===== src/rtl/fetch_pkg.sv =====
// rtl/fetch_pkg.sv - shared types, constants and slot-mask helper for the fetch controller
package fetch_pkg;

   typedef enum logic [1:0] {
      REQ   = 2'd0,
      WAIT  = 2'd1,
      DRAIN = 2'd2,
      HOLD  = 2'd3
   } fetch_state_t;

   localparam int BUNDLE_BYTES = 16;
   localparam int SLOTS        = 4;

   // Slots before the fetch PC's word offset are not part of the program stream.
   function automatic logic [SLOTS-1:0] slot_mask(input logic [1:0] offset);
      logic [SLOTS-1:0] m;
      case (offset)
         2'b00:   m = 4'b1111;
         2'b01:   m = 4'b1110;
         2'b10:   m = 4'b1100;
         default: m = 4'b1000;
      endcase
      return m;
   endfunction

endpackage


===== src/rtl/fetch_slot_mask.sv =====
// rtl/fetch_slot_mask.sv - splits a fetch PC into bundle-aligned address and slot-valid mask
module fetch_slot_mask
   import fetch_pkg::*;
(
   input  logic [31:0] pc,
   output logic [31:0] aligned_addr,
   output logic [3:0]  mask
);

   assign aligned_addr = pc & 32'hFFFF_FFF0;
   assign mask         = slot_mask(pc[3:2]);

endmodule


===== src/rtl/fetch_bundle_ctrl.sv =====
// rtl/fetch_bundle_ctrl.sv - single-outstanding bundle fetch sequencer with redirect and stale-response drain
module fetch_bundle_ctrl
   import fetch_pkg::*;
#(
   parameter logic [31:0] RESET_PC = 32'hBFC0_0000,
   parameter int          CNT_W    = 32
) (
   input  logic             clk,
   input  logic             reset,
   input  logic             redirect_valid,
   input  logic [31:0]      redirect_pc,
   output logic             imem_req,
   output logic [31:0]      imem_addr,
   input  logic             imem_ready,
   input  logic             imem_rvalid,
   input  logic [127:0]     imem_rdata,
   output logic             bundle_valid,
   output logic [31:0]      bundle_pc,
   output logic [127:0]     bundle_data,
   output logic [3:0]       slot_valid,
   input  logic             decode_ready,
   output logic [CNT_W-1:0] bundle_count
);

   fetch_state_t state;
   logic [31:0]  pc;
   logic [31:0]  aligned_addr;
   logic [3:0]   mask;
   logic [31:0]  redirect_word;

   fetch_slot_mask u_slot_mask (
      .pc           (pc),
      .aligned_addr (aligned_addr),
      .mask         (mask)
   );

   assign redirect_word = redirect_pc & 32'hFFFF_FFFC;
   assign imem_addr     = aligned_addr;

   always_ff @(posedge clk or posedge reset) begin
      if (reset) begin
         state        <= REQ;
         pc           <= RESET_PC;
         imem_req     <= 1'b1;
         bundle_valid <= 1'b0;
         bundle_pc    <= 32'h0;
         bundle_data  <= 128'h0;
         slot_valid   <= 4'b0000;
         bundle_count <= '0;
      end else begin
         case (state)
            REQ: begin
               if (redirect_valid) begin
                  pc <= redirect_word;
                  // An accepted old request still owes a response that must be dropped.
                  if (imem_ready) begin
                     state    <= DRAIN;
                     imem_req <= 1'b0;
                  end
               end else if (imem_ready) begin
                  state    <= WAIT;
                  imem_req <= 1'b0;
               end
            end
            WAIT: begin
               if (redirect_valid) begin
                  pc <= redirect_word;
                  if (imem_rvalid) begin
                     state    <= REQ;
                     imem_req <= 1'b1;
                  end else begin
                     state <= DRAIN;
                  end
               end else if (imem_rvalid) begin
                  bundle_data  <= imem_rdata;
                  bundle_pc    <= aligned_addr;
                  slot_valid   <= mask;
                  bundle_valid <= 1'b1;
                  pc           <= aligned_addr + 32'(BUNDLE_BYTES);
                  state        <= HOLD;
               end
            end
            HOLD: begin
               if (redirect_valid) begin
                  pc           <= redirect_word;
                  bundle_valid <= 1'b0;
                  state        <= REQ;
                  imem_req     <= 1'b1;
               end else if (decode_ready) begin
                  bundle_count <= bundle_count + {{(CNT_W-1){1'b0}}, 1'b1};
                  bundle_valid <= 1'b0;
                  state        <= REQ;
                  imem_req     <= 1'b1;
               end
            end
            DRAIN: begin
               if (redirect_valid) begin
                  pc <= redirect_word;
               end
               if (imem_rvalid) begin
                  state    <= REQ;
                  imem_req <= 1'b1;
               end
            end
            default: begin
               state    <= REQ;
               imem_req <= 1'b1;
            end
         endcase
      end
   end

   rvalid_only_when_expected: assert property (
      @(posedge clk) disable iff (reset)
      imem_rvalid |-> (state == WAIT || state == DRAIN)
   );

endmodule


===== config.mk =====
export PLATFORM = sky130hd
export DESIGN_NAME = fetch_bundle_ctrl
export DESIGN_NICKNAME = d
export VERILOG_FILES = /design/src/rtl/fetch_pkg.sv /design/src/rtl/fetch_slot_mask.sv /design/src/rtl/fetch_bundle_ctrl.sv
export SDC_FILE = /design/constraint.sdc
export NUM_CORES = 1
export LEC_CHECK = 0
export ABC_AREA = 1
export ABC_CLOCK_PERIOD_IN_PS = 12750
export BUFFER_PORTS_ARGS = -buffer_cell sky130_fd_sc_hd__buf_4
export CORE_MARGIN = 5
export CORE_UTILIZATION = 46
export CTS_BUF_LIST = sky130_fd_sc_hd__clkbuf_2
export DETAILED_ROUTE_END_ITERATION = 7
export PLACE_DENSITY = 0.73
export SYNTH_ARGS = -nofsm -noshare
export SYNTH_HDL_FRONTEND = slang
export SYNTH_HIERARCHICAL = 1
export SYNTH_SLANG_ARGS = --single-unit

===== constraint.sdc =====
create_clock -name clk -period 12.75 [get_ports clk]
set_input_delay 1.9125 -clock clk [delete_from_list [all_inputs] [get_ports clk]]
set_output_delay 1.9125 -clock clk [all_outputs]
set_load 0.05 [all_outputs]

[Word level (Yosys, flattened, before mapping)]
Cells that the tools add are included.
Storage, ports and cells
  bits in registers: 228
  latch bits: 0
  memory bits (writable): 0
  ROM bits: 0
  input bits: 166
  output and inout port bits: 230
  logic and storage cells: 60
  memories: 0
Cells by class
  add/subtract/negate cells: 2
  multiply operators: 0
  div/mod/pow operators: 0
  order comparisons: 0
  equal/unequal tests: 13
  shift-type cells: 0
  multiplexer cells: 26
  bitwise operators: 1
  reduce and logical (&&, ||, !) cells: 10
Operator list (number)
  $mux 32: 3
  $pmux 32 s2: 1
  $add 32x1->32 const B: 1
  $add 32x5->32 const B: 1
  $mux 2: 9
  $ne 2x2->1 const B: 5
  $mux 1: 9
  $pmux 3 s3: 1
  $reduce_and 3->1: 3
  $pmux 2 s4: 1
  $reduce_and 4->1: 2
  $eq 2x2->1 const B: 3
  $ne 3x3->1 const B: 2
  $eq 2x1->1 const B: 2
  $logic_not 2->1: 2
  $pmux 1 s4: 1
  $reduce_or 3->1: 1
  $ne 2x1->1 const B: 1
  $pmux 1 s2: 1
  $reduce_and 2->1: 1
  $reduce_bool 2->1: 1
  $not 1->1: 1

[Longest topological paths before layout]
Gate-level depths: netlist of the first run.
  word-level depth: 4
  gate-level depth with buffers: 11
  mapped depth without buffers: 10

[Hierarchy]
Netlist of the first run, hierarchy kept.
By module, submodules not included
  fetch_bundle_ctrl: instances 1, cells each 1317, area each 10617.7 um^2, seq. area each 5818.1 um^2
  fetch_slot_mask: instances 1, cells each 38, area each 266.5 um^2, seq. area each 0.0 um^2

[Worst setup path before layout of the first run]
Ideal clock, no wire load.
  kind: input -> register
  start point: input redirect_valid
  end point: register bundle_count[31]
  library setup time: 119 ps
  data arrival time: 2773 ps
  data required time: 12631 ps
  slack: 9858 ps
  stages on the path: 10
  buffers on the path: 2
  cell sequence: buf_6 > inv_4 > nand3_4 > buf_6 > nor2_8 > nand2_4 > nor2_8 > nand3_1 > nand2_1 > nand2_1
On the way
  cells in the longest elaborated chain, start to end: 2
RTL lines
  start, declared: RTL line fetch_bundle_ctrl.sv:10  | input logic redirect_valid,
  $not 1->1 (no source line)
  $reduce_and 3->1 (no source line)
  end signal, assigned: RTL line fetch_bundle_ctrl.sv:90  | bundle_count <= bundle_count + {{(CNT_W-1){1'b0}}, 1'b1};
  end, declared: RTL line fetch_bundle_ctrl.sv:22  | output logic [CNT_W-1:0] bundle_count
No other way between the ends.
A chain may end at the register's enable or synchronous reset.

[Worst setup path in the final report of the first run]
  start point: input redirect_valid
  end point: register bundle_data[112]
On the way
  cells in the longest elaborated chain, start to end: 2
RTL lines
  $not 1->1 (no source line)
  $reduce_and 3->1 (no source line)
  end signal, assigned: RTL line fetch_bundle_ctrl.sv:75  | bundle_data <= imem_rdata;
  end, declared: RTL line fetch_bundle_ctrl.sv:19  | output logic [127:0] bundle_data,
No other way between the ends.

==> results.py, run 1 <==
metrics = {
    "status": {
        "status": "complete, no violations",
    },
    "layout": {
        "final_area_um2": 14200,
        "drive_gt1_share_pct": 30.4,
        "fin_nets": 1898,
        "syn2layout_area_growth_pct": 31.3,
        "fillers": 2169,
        "fin_util_pct": 60.9,
    },
    "sta": {
        "hold_viol_final": 0,
        "drv_slew": 0,
        "max_freq_ghz": 0.271,
        "hold_slack_ps": 484,
        "max_slew_margin_pct": 22.1,
        "setup_tns_ps": 0,
        "setup_violations": 0,
        "rsz0062_at_grt": "false",
        "worst_pin_slew_ps": 1170,
        "period_minus_slack_ps": 3690,
        "fin_crit_sh_pct": 29.0,
        "clock_skew_ps": 42.9,
    },
    "placed_design": {
        "dp_hpwl_um": 23400,
        "numPortBuffers": 389,
        "gp_congestion": 0.899,
        "place_area_um2": 13700,
    },
    "critical_path": {
        "critPathKind": "in -> reg",
        "crit_path_start_kind": "input pin",
        "cp.required_ps": 13490,
        "endpoint_kind": "flip-flop",
        "slowest_stage": "buf_4",
        "crit_path_max_incr_delay_ps": 950,
        "crit_fanout": 112,
        "cp.arrival_ps": 4440,
        "worstPathCellList": "buf_4 > nor2_1 > nand2_4 > inv_4 > buf_4 > nand2_1 > nand2_1",
    },
    "cts": {
        "cts_hold_buf": 0,
        "cts_tree": "yes",
        "clockBufferDepth": 3,
        "root_buffer": "clkbuf_2",
        "clk_pin_slew_ps": 110,
        "cts_resized": 0,
        "h-tree-depth": 2,
        "cts_setup_buffers": 0,
        "cts.sinks": 230,
        "cts_buffers": 58,
        "clock_latency_ps": 830,
    },
    "route": {
        "drtAntennaViolNets": 0,
        "wl_met3_um": 3080,
        "top_layer_used": "met4",
        "drc": 0,
        "drt_pass1_iterations": 5,
        "drt-vias-per-instance": 4.79,
        "wl_met1_um": 12900,
        "vias": 9998,
        "wire_per_inst_um": 15.5,
        "wl_um": 32400,
        "wl_met2_um": 15600,
        "dr.first_iter.drc_count": 675,
    },
    "power_and_ir_drop": {
        "vdd_drop_max_mv": 0.173,
        "finalPower_mw": 3.72,
        "power_density_nw_per_um2": 262,
        "p_leak_nw": 7.91,
    },
    "floorplanning": {
        "die_x_um": 163,
        "die_h_um": 163,
        "die-area_um2": 26700,
        "placementRows": 56,
        "coreArea_um2": 23300,
        "initial_core_util_pct": 46.4,
        "io_pins": 396,
    },
    "global_routing": {
        "grt_usage_pct": 23.4,
        "grt_pass1_vias": 9581,
        "overflow": 0,
        "grt_first_pass_wirelength_um": 50500,
        "antenna_found_initial": 1,
        "grt_start_max_net_pins": 124,
    },
    "logic_synthesis": {
        "postSynthCellCount": 1349,
        "avgSynthCellArea_um2": 8.02,
        "yosys_warnings": 6,
        "synth_area_um2": 10800,
    },
    "run": {
        "cap_violations": 0,
    },
    "worst_hold_path": {
        "hold_path.class": "reg -> reg",
    },
}
-- critical path, delay by kind of cell --
kind          cells  cell delay [ps]
buf+inv           3             1540
simple gates      4              930
-- placed cells by master (no fill, tap or decap), types with 15 or more instances in the layout --
master    instances
clkinv_1         15
dfrtp_1         220
inv_1            70
o21ai_0          45
nor2_1           75
nand2_1         681
buf_4           395
clkbuf_2         83
nand3_1          39
-- state kept, by name, indices dropped and copies added, names as in the netlist --
name	count
bundle_data	128
imem_req	1
bundle_count	32
bundle_pc	32
bundle_valid	1
state	2
slot_valid	4
pc	30
-- through the flow --
step                      std cells  setup WS, ps
after global routing           2089          8910
after floorplan                1352          4550
after global placement         1985          8210
after detailed placement       1985          8180
final                          2089          9060
after CTS                      2088          9080
-- cell type report --
| cell class | instances | area, um^2 | area share (%) |
|---|---|---|---|
| flip-flops and latches | 230 | 5770 | 40.6 |
| multi-input cells | 963 | 4250 | 29.9 |
| repair buffers | 395 | 2970 | 20.9 |
| clock buffers | 83 | 415 | 2.92 |
| well taps | 319 | 399 | 2.81 |
| inverters | 78 | 307 | 2.16 |
| clock inverters | 20 | 104 | 0.731 |
| diodes | 1 | 2.50 | 0.0176 |
-- report_power, final --
group	total, mW	internal [mW]	switching, mW
combinational	2.02	0.557	1.46
clock	0.496	0.195	0.301
sequential	1.21	1.02	0.196
total	3.72	1.77	1.96
-- metal layers --
| layer | track usage (%) | up-vias |
|---|---|---|
| li1 | - | 4910 |
| met1 | 28.7 | 4648 |
| met2 | 39.3 | 384 |
| met3 | 7.60 | 56 |
| met4 | 7.47 | 0 |
| met5 | 0 | - |
-- path summary, 6_finish.rpt --
kind                       cells past startpoint                to             from  slack, ps
max                                            7  bundle_data[112]   redirect_valid       9060
min                                            2   bundle_data[49]  bundle_data[49]        480
max reg2reg                                    9  bundle_data[112]         state[1]       9540
min reg2reg                                    2   bundle_data[49]  bundle_data[49]        480
max in group asynchronous                      3   bundle_data[19]            reset      10130
min in group asynchronous                      2   bundle_data[48]            reset       1260
(Power assumes the default switching activity.)
==> run 2, diff against run 1 <==
--- a/config.mk
+++ b/config.mk
@@ -5,14 +5,14 @@
 export SDC_FILE = /design/constraint.sdc
 export NUM_CORES = 1
 export LEC_CHECK = 0
-export ABC_AREA = 1
-export ABC_CLOCK_PERIOD_IN_PS = 12750
+export ABC_AREA = 0
+export ABC_CLOCK_PERIOD_IN_PS = 3800
 export BUFFER_PORTS_ARGS = -buffer_cell sky130_fd_sc_hd__buf_4
 export CORE_MARGIN = 5
 export CORE_UTILIZATION = 46
 export CTS_BUF_LIST = sky130_fd_sc_hd__clkbuf_2
 export DETAILED_ROUTE_END_ITERATION = 7
-export PLACE_DENSITY = 0.73
+export PLACE_DENSITY = 0.74
 export SYNTH_ARGS = -nofsm -noshare
 export SYNTH_HDL_FRONTEND = slang
 export SYNTH_HIERARCHICAL = 1
==> constraint.sdc (replaced) <==
create_clock -name clk -period 3.8 [get_ports clk]
set_input_delay 0.57 -clock clk [delete_from_list [all_inputs] [get_ports clk]]
set_output_delay 0.57 -clock clk [all_outputs]
set_load 0.05 [all_outputs]
==> results.py, run 2 <==
metrics = {
    "cts": {
        "cts_buffers": 57,
        "cts_setup_buffers": 0,
        "cts.sinks": 230,
        "clockBufferDepth": 3,
        "clock_latency_ps": 810,
        "h-tree-depth": 2,
        "cts_resized": 0,
        "root_buffer": "clkbuf_2",
        "cts_tree": "yes",
        "clk_pin_slew_ps": 110,
    },
    "logic_synthesis": {
        "synth_area_um2": 10000,
        "yosys_warnings": 6,
        "avgSynthCellArea_um2": 8.94,
        "postSynthCellCount": 1119,
    },
    "sta": {
        "setup_violations": 0,
        "setup_tns_ps": 0,
        "hold_slack_ps": 99.8,
        "fin_crit_sh_pct": 71.0,
        "rsz0062_at_grt": "false",
        "max_freq_ghz": 0.371,
        "clock_skew_ps": 40.0,
        "hold_viol_final": 0,
        "period_minus_slack_ps": 2700,
        "worst_pin_slew_ps": 812,
        "max_slew_margin_pct": 45.7,
        "drv_slew": 0,
    },
    "critical_path": {
        "crit_path_start_kind": "flip-flop",
        "critPathKind": "reg -> reg",
        "crit_fanout": 31,
        "cp.required_ps": 4530,
        "endpoint_kind": "flip-flop",
        "rr_worst_depth": 9,
        "cp.arrival_ps": 3430,
    },
    "worst_hold_path": {
        "hold_path.class": "in -> reg",
        "holdPathStages": 4,
    },
    "power_and_ir_drop": {
        "vdd_drop_max_mv": 0.605,
        "p_leak_nw": 8.07,
        "power_density_nw_per_um2": 822,
    },
    "layout": {
        "fin_nets": 1827,
        "syn2layout_area_growth_pct": 50.5,
        "seqCellArea_um2": 5770,
        "drive_gt1_share_pct": 29.6,
        "final_cell_mix": "nand2_1, buf_4, dfrtp_1",
        "multiInputGateArea_um2": 3750,
        "largest_registers": "bundle_data (128), bundle_count (32), bundle_pc (32)",
        "regMostFlops": "bundle_data",
        "layout_commonest_cell": "nand2_1",
        "largest_register_ffs": 128,
        "fillers": 1583,
        "instances_no_fill": 1976,
    },
    "run": {
        "cap_violations": 0,
    },
    "route": {
        "drc": 0,
        "vias": 9803,
        "wl_um": 33300,
        "drt-vias-per-instance": 4.96,
        "drt_pass1_iterations": 5,
        "drtAntennaViolNets": 0,
        "dr.first_iter.drc_count": 680,
        "wire_per_inst_um": 16.9,
    },
    "placed_design": {
        "dp_hpwl_um": 21200,
        "gp_congestion": 0.859,
        "post-place-cells": 1718,
        "numPortBuffers": 389,
    },
    "global_routing": {
        "overflow": 0,
        "grt_pass1_vias": 10335,
        "met2_usage_pct": 44.4,
        "grt_usage_pct": 26.2,
        "grt-busiest-layer": "met2",
        "grt_first_pass_wirelength_um": 52500,
        "grtUsageMet1_pct": 30.6,
        "grt_start_max_net_pins": 100,
        "antenna_found_initial": 1,
        "use_met3_pct": 7.97,
    },
    "floorplanning": {
        "die_h_um": 157,
        "initial_core_util_pct": 46.3,
        "placementRows": 54,
        "io_pins": 396,
        "die_x_um": 157,
        "coreArea_um2": 21600,
        "die-area_um2": 24800,
    },
    "status": {
        "status": "complete, no violations",
    },
}
run 2: timing repair:
action | 4_1_cts | 5_1_grt
hold buffers | 158 | 0
endpoints found under the setup margin | 0 | 0
hold endpoints to repair | 187 | 0
run 2: layout make-up:
cell class | instances | share of cell area [%]
flip-flops and latches | 230 | 38.3
repair buffers | 559 | 30.9
multi-input cells | 791 | 24.9
clock buffers | 73 | 2.43
well taps | 280 | 2.33
clock inverters | 26 | 0.682
inverters | 16 | 0.424
diodes | 1 | 0.0166
run 2: through the flow:
step / worst slack [ps] / utilization, % / area [um^2] / power (mW)
after detailed placement: 1140 / 60.1 / 13000 / 10.7
after CTS: 1120 / 69.6 / 15100 / 12.3
after floorplan: 230 / - / 10000 / 8.46
final: 1100 / 69.6 / 15100 / 12.4
after global placement: 1180 / 60.1 / 13000 / 10.5
after global routing: 843 / 69.6 / 15100 / 13.0
run 2: routing by layer:
layer  vias up  wire length [um]
met5         -                 0
met4         0              1350
met3       105              2820
met2       432             16700
met1      4649             12500
li1       4617                 -
run 2: worst max-delay path, stage by stage, from the launching register on:
cell     delay (ps)
dfrtp_1         420
inv_1           110
ha_1            250
nand2_1          70
buf_4           250
nor2_4          540
buf_4           460
buf_4           350
nand2_1          90
nand2_1          60
run 2: path summary, 6_finish.rpt:
| check | to | startpoint | slack (ps) |
|---|---|---|---|
| min reg2reg | bundle_data[16] | bundle_data[16] | 480 |
| max in group asynchronous | bundle_data[67] | reset | 2440 |
| min | pc[20] | redirect_pc[20] | 100 |
| max reg2reg | slot_valid[0] | state[1] | 1100 |
| max | slot_valid[0] | state[1] | 1100 |
| min in group asynchronous | bundle_data[83] | reset | 530 |
run 2: power breakdown:
| part | leakage [nW] | internal [mW] | switching, mW | total [mW] |
|---|---|---|---|---|
| registers | 2.90 | 3.41 | 0.663 | 4.07 |
| clock network | 0.356 | 0.531 | 1.00 | 1.53 |
| logic | 4.82 | 1.91 | 4.87 | 6.77 |
